`config.mk`:
```
export PLATFORM = sky130hd
export DESIGN_NAME = regfile_scoreboard
export DESIGN_NICKNAME = d
export VERILOG_FILES = /design/src/rtl/regfile_pkg.sv /design/src/rtl/regfile_scoreboard_sync_fifo.sv /design/src/rtl/regfile_scoreboard.sv
export SDC_FILE = /design/constraint.sdc
export NUM_CORES = 1
export LEC_CHECK = 0
export BUFFER_PORTS_ARGS = -buffer_cell sky130_fd_sc_hd__buf_4
export CAP_MARGIN = 20
export CORE_ASPECT_RATIO = 1.25
export CORE_MARGIN = 3
export CORE_UTILIZATION = 49
export CTS_CLUSTER_DIAMETER = 200
export CTS_CLUSTER_SIZE = 24
export DETAILED_ROUTE_END_ITERATION = 10
export PLACE_DENSITY = 0.89
export SETUP_SLACK_MARGIN = 0.2
export SYNTH_ARGS = -nofsm -noshare
export SYNTH_HDL_FRONTEND = slang
export SYNTH_SLANG_ARGS = --single-unit
export TNS_END_PERCENT = 30
```
`constraint.sdc`:
```
create_clock -name clk -period 2.8 [get_ports clk]
set_input_delay 0.28 -clock clk [delete_from_list [all_inputs] [get_ports clk]]
set_output_delay 0.28 -clock clk [all_outputs]
set_load 0.01 [all_outputs]
```
`src/rtl/regfile_pkg.sv`:
```
// Shared constants and the multicycle result entry used by the register file,
// the multicycle unit and the write-port scoreboard.
package regfile_pkg;

  localparam int AW         = 5;
  localparam int DW         = 32;
  localparam int NREG       = 1 << AW;
  localparam int MC_MAX     = 4;
  localparam int FIFO_DEPTH = 2;
  localparam int CW         = $clog2(MC_MAX + 1);
  localparam int FCW        = $clog2(FIFO_DEPTH + 1);

  typedef struct packed {
    logic [AW-1:0] addr;
    logic [DW-1:0] data;
  } mc_entry_t;

endpackage

```
`src/rtl/regfile_scoreboard_sync_fifo.sv`:
```
// Small synchronous FIFO with occupancy count; DEPTH must be a power of two >= 2.
module sync_fifo #(
  parameter int WIDTH = 8,
  parameter int DEPTH = 2,
  localparam int PW = $clog2(DEPTH),
  localparam int CW = $clog2(DEPTH + 1)
) (
  input  logic             clk,
  input  logic             rst,
  input  logic             push,
  input  logic [WIDTH-1:0] push_data,
  input  logic             pop,
  output logic [WIDTH-1:0] head,
  output logic [CW-1:0]    count
);

  localparam logic [CW-1:0] FULL_CNT = CW'(DEPTH);

  logic [WIDTH-1:0] mem [DEPTH];
  logic [PW-1:0]    wr_ptr;
  logic [PW-1:0]    rd_ptr;
  logic             do_push;
  logic             do_pop;

  // A full FIFO refuses a push even when it pops in the same cycle.
  assign do_push = push && (count != FULL_CNT);
  assign do_pop  = pop && (count != '0);
  assign head    = mem[rd_ptr];

  always_ff @(posedge clk) begin
    if (do_push) mem[wr_ptr] <= push_data;
  end

  always_ff @(posedge clk) begin
    if (rst) begin
      wr_ptr <= '0;
      rd_ptr <= '0;
      count  <= '0;
    end else begin
      if (do_push) wr_ptr <= wr_ptr + PW'(1);
      if (do_pop)  rd_ptr <= rd_ptr + PW'(1);
      case ({do_push, do_pop})
        2'b10:   count <= count + CW'(1);
        2'b01:   count <= count - CW'(1);
        default: count <= count;
      endcase
    end
  end

endmodule

```
`src/rtl/regfile_scoreboard.sv`:
```
// Register-file write-port arbiter (writeback over multicycle FIFO) and
// busy-bit scoreboard stalling decode on hazards against outstanding multicycle writes.
module regfile_scoreboard
  import regfile_pkg::*;
(
  input  logic          clk,
  input  logic          rst,
  input  logic          id_valid,
  input  logic [AW-1:0] id_rs,
  input  logic [AW-1:0] id_rt,
  input  logic [AW-1:0] id_rd,
  input  logic          id_writes,
  input  logic          id_multi,
  output logic          id_stall,
  input  logic          wb_valid,
  input  logic [AW-1:0] wb_reg,
  input  logic [DW-1:0] wb_data,
  input  logic          mc_valid,
  input  logic [AW-1:0] mc_reg,
  input  logic [DW-1:0] mc_data,
  output logic          mc_ready,
  output logic          rf_we,
  output logic [AW-1:0] rf_waddr,
  output logic [DW-1:0] rf_wdata
);

  localparam logic [CW-1:0]  MC_FULL   = CW'(MC_MAX);
  localparam logic [FCW-1:0] FIFO_FULL = FCW'(FIFO_DEPTH);

  logic [NREG-1:0] busy;
  logic [NREG-1:0] busy_next;
  logic [CW-1:0]   out_cnt;
  mc_entry_t       push_entry;
  mc_entry_t       fifo_head;
  logic [FCW-1:0]  fifo_count;
  logic            fifo_empty;
  logic            hazard;
  logic            cap;
  logic            accept;
  logic            issue;
  logic            set_busy;
  logic            push;
  logic            drain;
  logic            sel_valid;

  assign fifo_empty = (fifo_count == '0);
  assign hazard     = busy[id_rs] || busy[id_rt] || (id_writes && busy[id_rd]);
  assign cap        = id_multi && (out_cnt == MC_FULL);
  assign id_stall   = rst || (id_valid && (hazard || cap));
  assign accept     = id_valid && !id_stall;
  assign issue      = accept && id_multi;
  assign set_busy   = issue && id_writes && (id_rd != '0);

  // Ready looks only at the registered count, never at this cycle's pop.
  assign mc_ready   = !rst && (fifo_count < FIFO_FULL);
  assign push       = mc_valid && mc_ready;
  assign drain      = !rst && !wb_valid && !fifo_empty;
  assign push_entry = '{addr: mc_reg, data: mc_data};

  sync_fifo #(
    .WIDTH ($bits(mc_entry_t)),
    .DEPTH (FIFO_DEPTH)
  ) u_fifo (
    .clk       (clk),
    .rst       (rst),
    .push      (push),
    .push_data (push_entry),
    .pop       (drain),
    .head      (fifo_head),
    .count     (fifo_count)
  );

  always_comb begin
    sel_valid = 1'b0;
    rf_waddr  = '0;
    rf_wdata  = '0;
    if (!rst) begin
      if (wb_valid) begin
        sel_valid = 1'b1;
        rf_waddr  = wb_reg;
        rf_wdata  = wb_data;
      end else if (!fifo_empty) begin
        sel_valid = 1'b1;
        rf_waddr  = fifo_head.addr;
        rf_wdata  = fifo_head.data;
      end
    end
    rf_we = sel_valid && (rf_waddr != '0);
  end

  // Set is applied after clear so a same-cycle collision keeps the bit set.
  always_comb begin
    busy_next = busy;
    if (drain)    busy_next[fifo_head.addr] = 1'b0;
    if (set_busy) busy_next[id_rd]          = 1'b1;
    busy_next[0] = 1'b0;
  end

  always_ff @(posedge clk) begin
    if (rst) begin
      busy    <= '0;
      out_cnt <= '0;
    end else begin
      busy <= busy_next;
      case ({issue, drain})
        2'b10:   out_cnt <= out_cnt + CW'(1);
        2'b01:   out_cnt <= out_cnt - CW'(1);
        default: out_cnt <= out_cnt;
      endcase
    end
  end

  a_no_orphan_result: assert property (
    @(posedge clk) disable iff (rst) !(mc_valid && (out_cnt == '0) && fifo_empty));

  a_mc_valid_held: assert property (
    @(posedge clk) disable iff (rst) (mc_valid && !mc_ready) |=> mc_valid);

  a_no_set_clear_collision: assert property (
    @(posedge clk) disable iff (rst) !(drain && set_busy && (fifo_head.addr == id_rd)));

endmodule

```
# ---- After elaboration in Yosys (flattened, before gate mapping)
# Memory sizes are Yosys's and may differ from the RTL's. A register that Yosys moved wholly into a read port is not among the register bits.
# Cells that the tools add are included.
dict set report totals {
  regBits 39
  mem_bits_rw 74
  inputBits 96
  out_inout_bits 40
  wordCells 86
  mem_count 1
}
dict set report classes {
  add_sub_neg 6
  magnitude_cmp 7
  n_eq_ne 6
  mux 27
  n_bitwise 3
  n_reduce_logical 30
}
# name depth word_bits rd rd_ports_with_merged_regs write_ports line_no
set mem_list {}
lappend mem_list {u_fifo.mem 2 37 1 1 1 regfile_scoreboard_sync_fifo.sv:19} ;# logic [WIDTH-1:0] mem [DEPTH];
# cell count
set op_table {}
lappend op_table {{32-bit two-way mux} 5}
lappend op_table {{32-bit bitwise AND} 1}
lappend op_table {{32-bit inverter} 1}
lappend op_table {{32-bit OR} 1}
lappend op_table {{5-bit by 6-bit less-than comparator with 1-bit output, second input constant} 4}
lappend op_table {{1-bit logical AND} 16}
lappend op_table {{1-bit binary-select mux with 5-bit select} 3}
lappend op_table {{5-bit two-way mux} 3}
lappend op_table {{1-bit two-way mux} 12}
lappend op_table {{1-bit demux with 5-bit select} 2}
lappend op_table {{5-bit by 1-bit >= comparator with 1-bit output, second input constant} 2}
lappend op_table {{5-bit nonzero test} 2}
lappend op_table {{3-bit one-hot mux with 2 select lines} 1}
lappend op_table {{2-bit nonzero test} 3}
lappend op_table {{2-bit by 1-bit == test with 1-bit output, second input constant} 2}
lappend op_table {{2-bit == test, second input constant} 2}
lappend op_table {{1-bit zero test} 4}
lappend op_table {{1-bit logical OR} 4}
lappend op_table {{2-bit one-hot mux with 2 select lines} 1}
lappend op_table {{3-bit by 1-bit adder with 3-bit output, second input constant} 1}
lappend op_table {{3-bit == test, second input constant} 1}
lappend op_table {{3-bit by 1-bit subtractor with 3-bit output, second input constant} 1}
lappend op_table {{1-bit adder, second input constant} 2}
lappend op_table {{2-bit by 1-bit adder with 2-bit output, second input constant} 1}
lappend op_table {{4 further kinds} 4}

# ---- Depth between registers and ports, before layout
# Gate-level depths: netlist (run 1).
dict set report depth {
  word_depth 13
  depth_mapped 15
  mapped_depth_nobuf 13
}

# ---- By module
# From an unflattened synthesis (run 1), not the netlist that was laid out.
dict set report hier_totals {
  hier_cells 580
  area_unflattened_um2 6169.7
}
# module instances cells_per_inst area_each_um2 seq_area_each_um2
set modules_own_cells {}
lappend modules_own_cells {regfile_scoreboard 1 441 3290.7 680.7}
lappend modules_own_cells {sync_fifo 1 139 2879.0 2322.2}

# ---- Worst setup path before layout (run 1)
# OpenSTA, ideal clock, no wires.
dict set report synth_path {
  path_type {input-to-reg}
  startpoint {input rst}
  endpoint {memory u_fifo.mem[0][0] in the netlist's numbering (enable)}
  setup_ns 0.431
  arrival_ns 2.411
  path_slack_ns -0.042
  cell_stages 4
  path_buffers 1
  path_cell_list {clkbuf_1 nor2_1 nand2_1 nor2_1}
}
dict set report synth_between {
  elab_chain_cells 6
}
# item line_no
set synth_rtl {}
lappend synth_rtl {{from (decl)} regfile_scoreboard.sv:7} ;# input logic rst,
lappend synth_rtl {{1-bit zero test} --}
lappend synth_rtl {{1-bit logical AND} regfile_scoreboard.sv:55} ;# assign mc_ready = !rst && (fifo_count < FIFO_FULL);
lappend synth_rtl {{via mc_ready} regfile_scoreboard.sv:21} ;# output logic mc_ready,
lappend synth_rtl {{1-bit logical AND} regfile_scoreboard.sv:56} ;# assign push = mc_valid && mc_ready;
lappend synth_rtl {{1-bit logical AND} regfile_scoreboard_sync_fifo.sv:26} ;# assign do_push = push && (count != FULL_CNT);
lappend synth_rtl {{1-bit two-way mux} regfile_scoreboard_sync_fifo.sv:31} ;# if (do_push) mem[wr_ptr] <= push_data;
lappend synth_rtl {{1-bit two-way mux (not written as such)} regfile_scoreboard_sync_fifo.sv:31}
lappend synth_rtl {{to (decl)} regfile_scoreboard_sync_fifo.sv:19}
# The timed path passes the listed nets, and every way through them passes these cells.

# ---- Worst setup path in the final report (run 1)
dict set report layout_path {
  startpoint {register busy[13]}
  endpoint {register out_cnt[2]}
}
dict set report layout_between {
  elab_chain_cells 12
  elab_cells_between_ends 19
}
# item line_no
set layout_rtl {}
lappend layout_rtl {{from (decl)} regfile_scoreboard.sv:30} ;# logic [NREG-1:0] busy;
lappend layout_rtl {{from (signal assigned)} regfile_scoreboard.sv:104} ;# busy <= busy_next;
lappend layout_rtl {{1-bit binary-select mux with 5-bit select} regfile_scoreboard.sv:47} ;# assign hazard = busy[id_rs] || busy[id_rt] || (id_writes && busy[id_rd]);
lappend layout_rtl {{1-bit two-way mux (not written as such)} regfile_scoreboard.sv:47}
lappend layout_rtl {{1-bit logical OR or 1-bit logical AND (tied branches)} regfile_scoreboard.sv:47}
lappend layout_rtl {{1-bit logical OR (*)} regfile_scoreboard.sv:47}
lappend layout_rtl {{1-bit logical OR (*)} regfile_scoreboard.sv:49} ;# assign id_stall = rst || (id_valid && (hazard || cap));
lappend layout_rtl {{1-bit logical AND (*)} regfile_scoreboard.sv:49}
lappend layout_rtl {{1-bit logical OR (*)} regfile_scoreboard.sv:49}
lappend layout_rtl {{1-bit zero test (*)} regfile_scoreboard.sv:50} ;# assign accept = id_valid && !id_stall;
lappend layout_rtl {{1-bit logical AND (*)} regfile_scoreboard.sv:50}
lappend layout_rtl {{1-bit logical AND (*)} regfile_scoreboard.sv:51} ;# assign issue = accept && id_multi;
lappend layout_rtl {{2-bit by 1-bit == test with 1-bit output or 2-bit == test (tied branches)} regfile_scoreboard.sv:105} ;# case ({issue, drain})
lappend layout_rtl {{3-bit one-hot mux with 2 select lines or 2-bit nonzero test (tied branches)} --}
lappend layout_rtl {{to (signal assigned)} regfile_scoreboard.sv:106} ;# 2'b10: out_cnt <= out_cnt + CW'(1);
lappend layout_rtl {{to (signal assigned)} regfile_scoreboard.sv:107} ;# 2'b01: out_cnt <= out_cnt - CW'(1);
lappend layout_rtl {{to (signal assigned)} regfile_scoreboard.sv:108} ;# default: out_cnt <= out_cnt;
lappend layout_rtl {{to (decl)} regfile_scoreboard.sv:32} ;# logic [CW-1:0] out_cnt;
# Mark *: on every way between the ends. The rest lies on a longest branch, timed or not. The select of a mux whose other input is x is not followed.
# A chain may end at the register's enable or synchronous reset.

==> results of run 1 <==
-- kinds of logic (layout without fill, tap and decap cells) --
group / after synthesis / count (layout) / share of synthesized area
fa+ha+maj: 3 / 3 / 0.007720
flops: 113 / 113 / 0.5147
compound gates: 97 / 97 / 0.1059
mux: 78 / 78 / 0.1559
xor+xnor: 6 / 6 / 0.009007
buf+inv: 49 / 211 / 0.03967
simple gates: 196 / 196 / 0.1671
-- metrics by stage --
stage / cell area (sq um) / setup WS (ps) / setup TNS, ps / utilization / cells
after floorplan: 5837 / -10.80 / -10.80 / - / 542
after global routing: 7792 / -112.2 / -139.3 / 0.6864 / 861
after detailed placement: 7146 / -308.8 / -519.9 / 0.6295 / 826
after CTS: 7780 / 54.08 / 0 / 0.6853 / 861
after global placement: 7146 / -175.2 / -280.9 / 0.6295 / 826
final: 7792 / 57.68 / 0 / 0.6864 / 861
-- synth_stat cells, types with 2 or more instances --
cell type,instances
sky130_fd_sc_hd__a21oi_1,7
sky130_fd_sc_hd__a22o_1,2
sky130_fd_sc_hd__a22oi_1,2
sky130_fd_sc_hd__a31oi_1,3
sky130_fd_sc_hd__a32oi_1,2
sky130_fd_sc_hd__and3_1,6
sky130_fd_sc_hd__buf_1,5
sky130_fd_sc_hd__buf_2,5
sky130_fd_sc_hd__buf_4,3
sky130_fd_sc_hd__buf_6,4
sky130_fd_sc_hd__clkbuf_1,22
sky130_fd_sc_hd__dfxtp_1,39
sky130_fd_sc_hd__edfxtp_1,74
sky130_fd_sc_hd__ha_1,2
sky130_fd_sc_hd__inv_1,10
sky130_fd_sc_hd__mux2_2,8
sky130_fd_sc_hd__mux2i_1,62
sky130_fd_sc_hd__mux4_1,5
sky130_fd_sc_hd__mux4_2,3
sky130_fd_sc_hd__nand2_1,88
sky130_fd_sc_hd__nand2b_1,5
sky130_fd_sc_hd__nand3_1,8
sky130_fd_sc_hd__nand3b_1,29
sky130_fd_sc_hd__nand4_1,2
sky130_fd_sc_hd__nor2_1,27
sky130_fd_sc_hd__nor2b_1,7
sky130_fd_sc_hd__nor3_1,8
sky130_fd_sc_hd__nor3b_1,2
sky130_fd_sc_hd__nor4_1,2
sky130_fd_sc_hd__o21ai_0,41
sky130_fd_sc_hd__o31ai_1,29
sky130_fd_sc_hd__or2_2,2
sky130_fd_sc_hd__or3_1,4
sky130_fd_sc_hd__xor2_1,5
-- power groups by stage --
stage          logic, W  clock network (W)  registers, W
6_report       0.000628            0.00208       0.00188
5_1_grt        0.000672            0.00218       0.00188
4_1_cts        0.000623            0.00209       0.00188
3_5_place_dp   0.000608                  0       0.00191
3_3_place_gp   0.000586                  0       0.00190
2_1_floorplan  0.000340                  0       0.00189
-- worst paths after layout --
| path | slack (ps) | depth (start not counted) | end | start |
|---|---|---|---|---|
| setup / recovery | 60 | 13 | out_cnt[2] | busy[13] |
| hold / removal | 50 | 1 | u_fifo.mem[0][21] | mc_data[21] |
| setup reg to reg | 60 | 13 | out_cnt[2] | busy[13] |
| hold reg to reg | 500 | 2 | out_cnt[1] | out_cnt[1] |
-- per-layer routing --
layer | vias up | share of wire | track usage
li1 | 2317 | - | -
met4 | 0 | 0.032 | 0.1142
met5 | - | 0 | 0
met2 | 324 | 0.52 | 0.4811
met3 | 54 | 0.084 | 0.06196
met1 | 2523 | 0.36 | 0.2999
-- placed cells by master, fill, tap and decap left out, types with 2 or more instances in the layout --
cell and count:
sky130_fd_sc_hd__nor3_1 7, sky130_fd_sc_hd__mux4_1 2, sky130_fd_sc_hd__a22o_1 2, sky130_fd_sc_hd__dfxtp_4 2, sky130_fd_sc_hd__clkbuf_16 17, sky130_fd_sc_hd__a21oi_1 5
sky130_fd_sc_hd__or3_1 4, sky130_fd_sc_hd__buf_4 165, sky130_fd_sc_hd__clkinvlp_4 3, sky130_fd_sc_hd__a31oi_1 3, sky130_fd_sc_hd__buf_12 4, sky130_fd_sc_hd__inv_1 9
sky130_fd_sc_hd__a21oi_2 2, sky130_fd_sc_hd__o21ai_0 41, sky130_fd_sc_hd__xor2_1 5, sky130_fd_sc_hd__dfxtp_1 30, sky130_fd_sc_hd__nand3_1 8, sky130_fd_sc_hd__nand2_1 88
sky130_fd_sc_hd__edfxtp_1 74, sky130_fd_sc_hd__mux2i_1 61, sky130_fd_sc_hd__and3_1 5, sky130_fd_sc_hd__dfxtp_2 7, sky130_fd_sc_hd__nand4_1 2, sky130_fd_sc_hd__nor4_1 2
sky130_fd_sc_hd__nand2b_1 5, sky130_fd_sc_hd__nor2_1 26, sky130_fd_sc_hd__or2_2 2, sky130_fd_sc_hd__nor2b_1 6, sky130_fd_sc_hd__o31ai_1 28, sky130_fd_sc_hd__a32oi_1 2
sky130_fd_sc_hd__mux2_2 8, sky130_fd_sc_hd__inv_6 7, sky130_fd_sc_hd__a22oi_1 2, sky130_fd_sc_hd__nand3b_1 29, sky130_fd_sc_hd__mux4_2 6, sky130_fd_sc_hd__clkinv_4 2
-- final cells by class --
| cell class | count | area (sq um) |
|---|---|---|
| clock inverters | 15 | 146.4 |
| flip-flops and latches | 113 | 3019 |
| fillers | 739 | 3560 |
| inverters | 10 | 37.54 |
| well taps | 157 | 196.4 |
| multi-input cells | 380 | 2649 |
| repair buffers | 169 | 1319 |
| clock buffers | 17 | 425.4 |
-- registers in the layout, indices dropped and copies added, names as in the netlist, named ones only --
name	flops
u_fifo.wr_ptr	1
u_fifo.rd_ptr	1
u_fifo.count	2
busy	31
out_cnt	3
u_fifo.mem	74
-- critical path: stages (launching register included) --
cell and delay, ps:
sky130_fd_sc_hd__dfxtp_4 350, sky130_fd_sc_hd__mux4_2 470, sky130_fd_sc_hd__mux2i_2 190, sky130_fd_sc_hd__nor3b_2 80
sky130_fd_sc_hd__nor4_2 230, sky130_fd_sc_hd__nand4_1 190, sky130_fd_sc_hd__a21oi_2 170, sky130_fd_sc_hd__nand2_1 80
sky130_fd_sc_hd__ha_2 190, sky130_fd_sc_hd__inv_2 50, sky130_fd_sc_hd__fa_1 160, sky130_fd_sc_hd__xor2_1 70
sky130_fd_sc_hd__or3_1 320, sky130_fd_sc_hd__a21oi_2 120
-- timing repair --
action	in CTS	in global routing
hold endpoints to repair	0	0
buffers inserted	3	0
pin swaps	4	1
gates resized for setup	22	3
endpoints found under the setup margin	7	25
==> reports/summary.md, run 1 <==
- 0.2650 — combined global-route utilization of all metal layers
- 0.454 — clock network fraction of design power
- 0 — final setup vio count
- 3140 ps — worst path required time
- 0.9607 — final RePlAce weighted congestion
- sky130_fd_sc_hd__edfxtp_1 — cell type contributing the most total cell area after synthesis
- 5834 sq um — Synth Cell Area
- 0.3647 GHz — Achievable Freq
- 13260 sq um — die footprint
- built — CTS tree
- 2742 ps — fin crit period
- 790 — fin nets
- 135 — count of input and output buffers
- 113 — clock sink count
- 17530 microns — overall routed net length
- 0.3809 — fraction of synthesized cell area taken by the top area cell type
- 594.9 ps — slew of the pin with the lowest slew margin
- 3 — critical-path maximum fanout
- 128 microns — Chip Height
- 27590 microns — global-route wire length before repair
- 0.3409 — fraction of layout cells with a size suffix above 1
- 0.2637 — Net Sw Frac
- 4 — total number of H-tree levels
- 0.5147 — Seq/Total Area, Yosys
- 0.7231 mV — VDD IR-drop max
- 53 — number of distinct library cell variants in the gate-level netlist after synthesis
- 0.9794 — final critical-path share of the clock period
- 0 — count of warnings emitted by yosys
- 6.060 — detail-routed via count per cell
- 2.982 nW — Static Leak
- 43 — number of standard-cell rows in the floorplan
- 2 — worst-case clock buffer depth
- 10.38 ps — final worst clock skew
- 478 — number of DRC violations after detailed-routing iteration 0
- 0 — total gr overflow
- reg -> reg — worst setup path category
- 113 — number of register bits inferred by synthesis
- true — setup repair after global routing missed its margin
- 12130 microns — Final HPWL DP
- 17 — number of CTS-inserted buffers
- flip-flop — endpoint type of the worst setup path
- 42 — largest net degree at the start of global routing
- 542 — synthesized instance count
- 641 — number of nets in the synthesized netlist
- 0 — Post-synth ARST share
- 0.001209 W — Switch Pwr
- sky130_fd_sc_hd__clkbuf_16 — library cell used as clock root buffer
- 0 — residual antenna-violating net count after detailed routing
- 0 — final slew viol count
- 0 — hold bufs inserted after CTS
- sky130_fd_sc_hd__edfxtp_1 38%, sky130_fd_sc_hd__dfxtp_1 13%, sky130_fd_sc_hd__mux2i_1 11% — leading cell types by total area after synthesis
- 10.76 sq um — mean post-synth cell area
- 74 — EDFF count, synth
- 47.65 ps — final worst hold slack
- in -> reg — class of the most critical hold timing path
- 0.5139 — Starting Density
- 0 — n_diodes
- 0 — Hold Vio Cnt, Final
- 0.409 — part of the total power dissipated in sequential elements
- 5345 — vias in the first global route
- sky130_fd_sc_hd__edfxtp_1 — commonest register cell after synthesis
- 0.004584 W — Final Power
- 0.137 — share of total power in combinational logic
- 136 — number of primary I/O pins
- 5 — number of iterations in the first detailed-routing pass
- 0 — initial antenna violation count
- 33.56% — Area growth, synth to finish
- 11350 sq um — total core area
- 3090 ps — arrival time at the worst endpoint
- 588.2 nW/um^2 — areal power density over the cells
- 0 — # Max-Cap Violations
- 103.6 microns — die extent in x
- 0.6019 — Max-Slew Margin vs Limit
- 20.36 microns — post-detailed-route wirelength per cell
- 0.003375 W — Int Pwr
- completed — outcome
- 0 — count of unresolved DRC violations after routing
- 60 ps — Clock transition at path regs
- 5218 — number of vias after detailed routing
- 410 ps — insertion delay to the later sink of the worst-skew pair
- flip-flop — startpoint class of the critical path
(Power assumes the default switching activity.)
==> run 2: changes to the inputs <==
--- a/config.mk
+++ b/config.mk
@@ -9,11 +9,11 @@
 export CAP_MARGIN = 20
 export CORE_ASPECT_RATIO = 1.25
 export CORE_MARGIN = 3
-export CORE_UTILIZATION = 49
+export CORE_UTILIZATION = 35
 export CTS_CLUSTER_DIAMETER = 200
 export CTS_CLUSTER_SIZE = 24
 export DETAILED_ROUTE_END_ITERATION = 10
-export PLACE_DENSITY = 0.89
+export PLACE_DENSITY = 0.7
 export SETUP_SLACK_MARGIN = 0.2
 export SYNTH_ARGS = -nofsm -noshare
 export SYNTH_HDL_FRONTEND = slang
==> reports/summary.md, run 2 (synthesis gave the netlist of run 1 again) <==
- finished with violations — outcome, was completed
- setup timing — violated checks
- 11990 microns — Final HPWL DP, was 12130 microns
- 136 — number of primary I/O pins, unchanged
- in -> reg — class of the most critical hold timing path, unchanged
- 0.1818 — combined global-route utilization of all metal layers, was 0.2650
- 42 — largest net degree at the start of global routing, unchanged
- 0 — total gr overflow, unchanged
- 0.4205 mV — VDD IR-drop max, was 0.7231 mV
- 74 — max FFs per register, unchanged
- 795 — fin nets, was 790
- 5.314 — detail-routed via count per cell, was 6.060
- 272 — number of DRC violations after detailed-routing iteration 0, was 478
- 121.5 microns — die extent in x, was 103.6 microns
- 2837 ps — fin crit period, was 2742 ps
- 577.3 nW/um^2 — areal power density over the cells, was 588.2 nW/um^2
- 0 — residual antenna-violating net count after detailed routing, unchanged
- 60 ps — Clock transition at path regs, about the same
- 0 — count of unresolved DRC violations after routing, unchanged
- 2560 ps — arrival time at the worst endpoint, was 3090 ps
- 35.45% — Area growth, synth to finish, was 33.56%
- 0.4858 — share of the core filled with cells, was 0.6864
- 0 — final slew viol count, unchanged
- 4915 — number of vias after detailed routing, was 5218
- -72.60 ps — summed negative setup slack over all endpoints, was 0 ps
- output port — endpoint type of the worst setup path, was flip-flop
- 0 — # Max-Cap Violations, unchanged
- 0.5585 — Max-Slew Margin vs Limit, was 0.6019
- 16270 sq um — total core area, was 11350 sq um
- 410 ps — insertion delay to the later sink of the worst-skew pair, about the same
- true — setup repair after global routing missed its margin, unchanged
- 17 — number of CTS-inserted buffers, unchanged
- 2 — worst-case clock buffer depth, unchanged
- 135 — count of input and output buffers, unchanged
- 4 — total number of H-tree levels, unchanged
- 16250 microns — overall routed net length, was 17530 microns
- sky130_fd_sc_hd__clkbuf_16 — library cell used as clock root buffer, unchanged
- 0.3441 — fraction of layout cells with a size suffix above 1, was 0.3409
- -36.99 ps — worst-case setup margin in the final layout, was 57.68 ps
- 2 — critical-path maximum fanout, was 3
- 25840 microns — global-route wire length before repair, was 27590 microns
- 0.9373 — final RePlAce weighted congestion, was 0.9607
- u_fifo.mem (74), busy (31), out_cnt (3) — biggest registers after layout, unchanged
- 11.17 ps — final worst clock skew, was 10.38 ps
- 5101 — vias in the first global route, was 5345
- 150.4 microns — Chip Height, was 128 microns
- built — CTS tree, unchanged
- reg -> out — worst setup path category, was reg -> reg
- 0 — initial antenna violation count, unchanged
- 1.013 — final critical-path share of the clock period, was 0.9794
- 18260 sq um — die footprint, was 13260 sq um
- u_fifo.mem — largest reg by FF count, unchanged
- 2 — final setup vio count, was 0
- 0 — Hold Vio Cnt, Final, unchanged
- 113 — clock sink count, unchanged
- 52 — number of standard-cell rows in the floorplan, was 43
- 0.3587 — Starting Density, was 0.5139
- flip-flop — startpoint class of the critical path, unchanged
- 0.3525 GHz — Achievable Freq, was 0.3647 GHz
- 659.9 ps — slew of the pin with the lowest slew margin, was 594.9 ps
- 3.010 nW — Static Leak, was 2.982 nW
- 0 — n_diodes, unchanged
- sky130_fd_sc_hd__buf_4 — commonest non-fill, non-tap cell in the layout, unchanged
- 2520 ps — worst path required time, was 3140 ps
- 5 — number of iterations in the first detailed-routing pass, unchanged
- 170 x sky130_fd_sc_hd__buf_4, 87 x sky130_fd_sc_hd__nand2_1, 74 x sky130_fd_sc_hd__edfxtp_1 — commonest cells after routing, fill and taps aside, was 165 x sky130_fd_sc_hd__buf_4, 88 x sky130_fd_sc_hd__nand2_1, 74 x sky130_fd_sc_hd__edfxtp_1
- 17.57 microns — post-detailed-route wirelength per cell, was 20.36 microns
==> run 2: where the power goes <==
part	total (W)	switching [W]	leakage, nW	internal [W]
clock network	0.00206	0.000815	0.280	0.00124
logic	0.000631	0.000331	1.73	0.000300
registers	0.00187	0.0000294	0.997	0.00184
total	0.00456	0.00118	3.01	0.00339
==> run 2: per-layer routing <==
layer  vias up  share of wire  track usage
li1       2318              -            -
met1      2318           0.38       0.2121
met2       246           0.50       0.3115
met3        33          0.092      0.05675
met4         0          0.025      0.07063
met5         -              0            0
==> run 2: repair_timing <==
action	4_1_cts	5_1_grt
buffers inserted	3	1
pin swaps	6	2
resized for setup	15	12
endpoints found under the setup margin	4	19
hold buffers	0	0
==> run 2: metrics by stage <==
step	std cells	area, sq um	setup WS [ps]	power [W]	hold slack [ps]
after global placement	889	7237	-137.4	0.002505	463.5
after global routing	925	7903	-172.3	0.004748	30.36
after detailed placement	889	7237	-298.1	0.002526	469.1
after CTS	924	7866	6.037	0.004602	32.59
final	925	7903	-36.99	0.004562	49.92
after floorplan	542	5837	-10.80	0.002234	378.9
==> run 2: final timing paths <==
kind,from,endpoint,cells past startpoint,slack [ps]
max,busy[16],id_stall,10,-40
min,mc_data[23],u_fifo.mem[1][23],1,50
min reg2reg,out_cnt[1],out_cnt[1],2,490
max reg2reg,busy[16],out_cnt[2],13,-40
==> run 2: cell type report <==
type	instances	area (sq um)
clock buffer	17	425.4
clock inverter	15	145.1
fill	1475	8363
inverter	10	37.54
multi-input combinational	380	2664
sequential	113	3013
tap	216	270.3
timing repair buffer	174	1348
==> run 2: worst max-delay path, cell delays in order (launching register included) <==
cell	delay (ps)
sky130_fd_sc_hd__dfxtp_2	330
sky130_fd_sc_hd__mux4_2	440
sky130_fd_sc_hd__a2bb2oi_1	140
sky130_fd_sc_hd__and4b_1	200
sky130_fd_sc_hd__nor4_2	220
sky130_fd_sc_hd__nand4_1	200
sky130_fd_sc_hd__a21oi_2	200
sky130_fd_sc_hd__buf_4	140
sky130_fd_sc_hd__buf_4	90
sky130_fd_sc_hd__o21ai_1	60
sky130_fd_sc_hd__buf_4	150
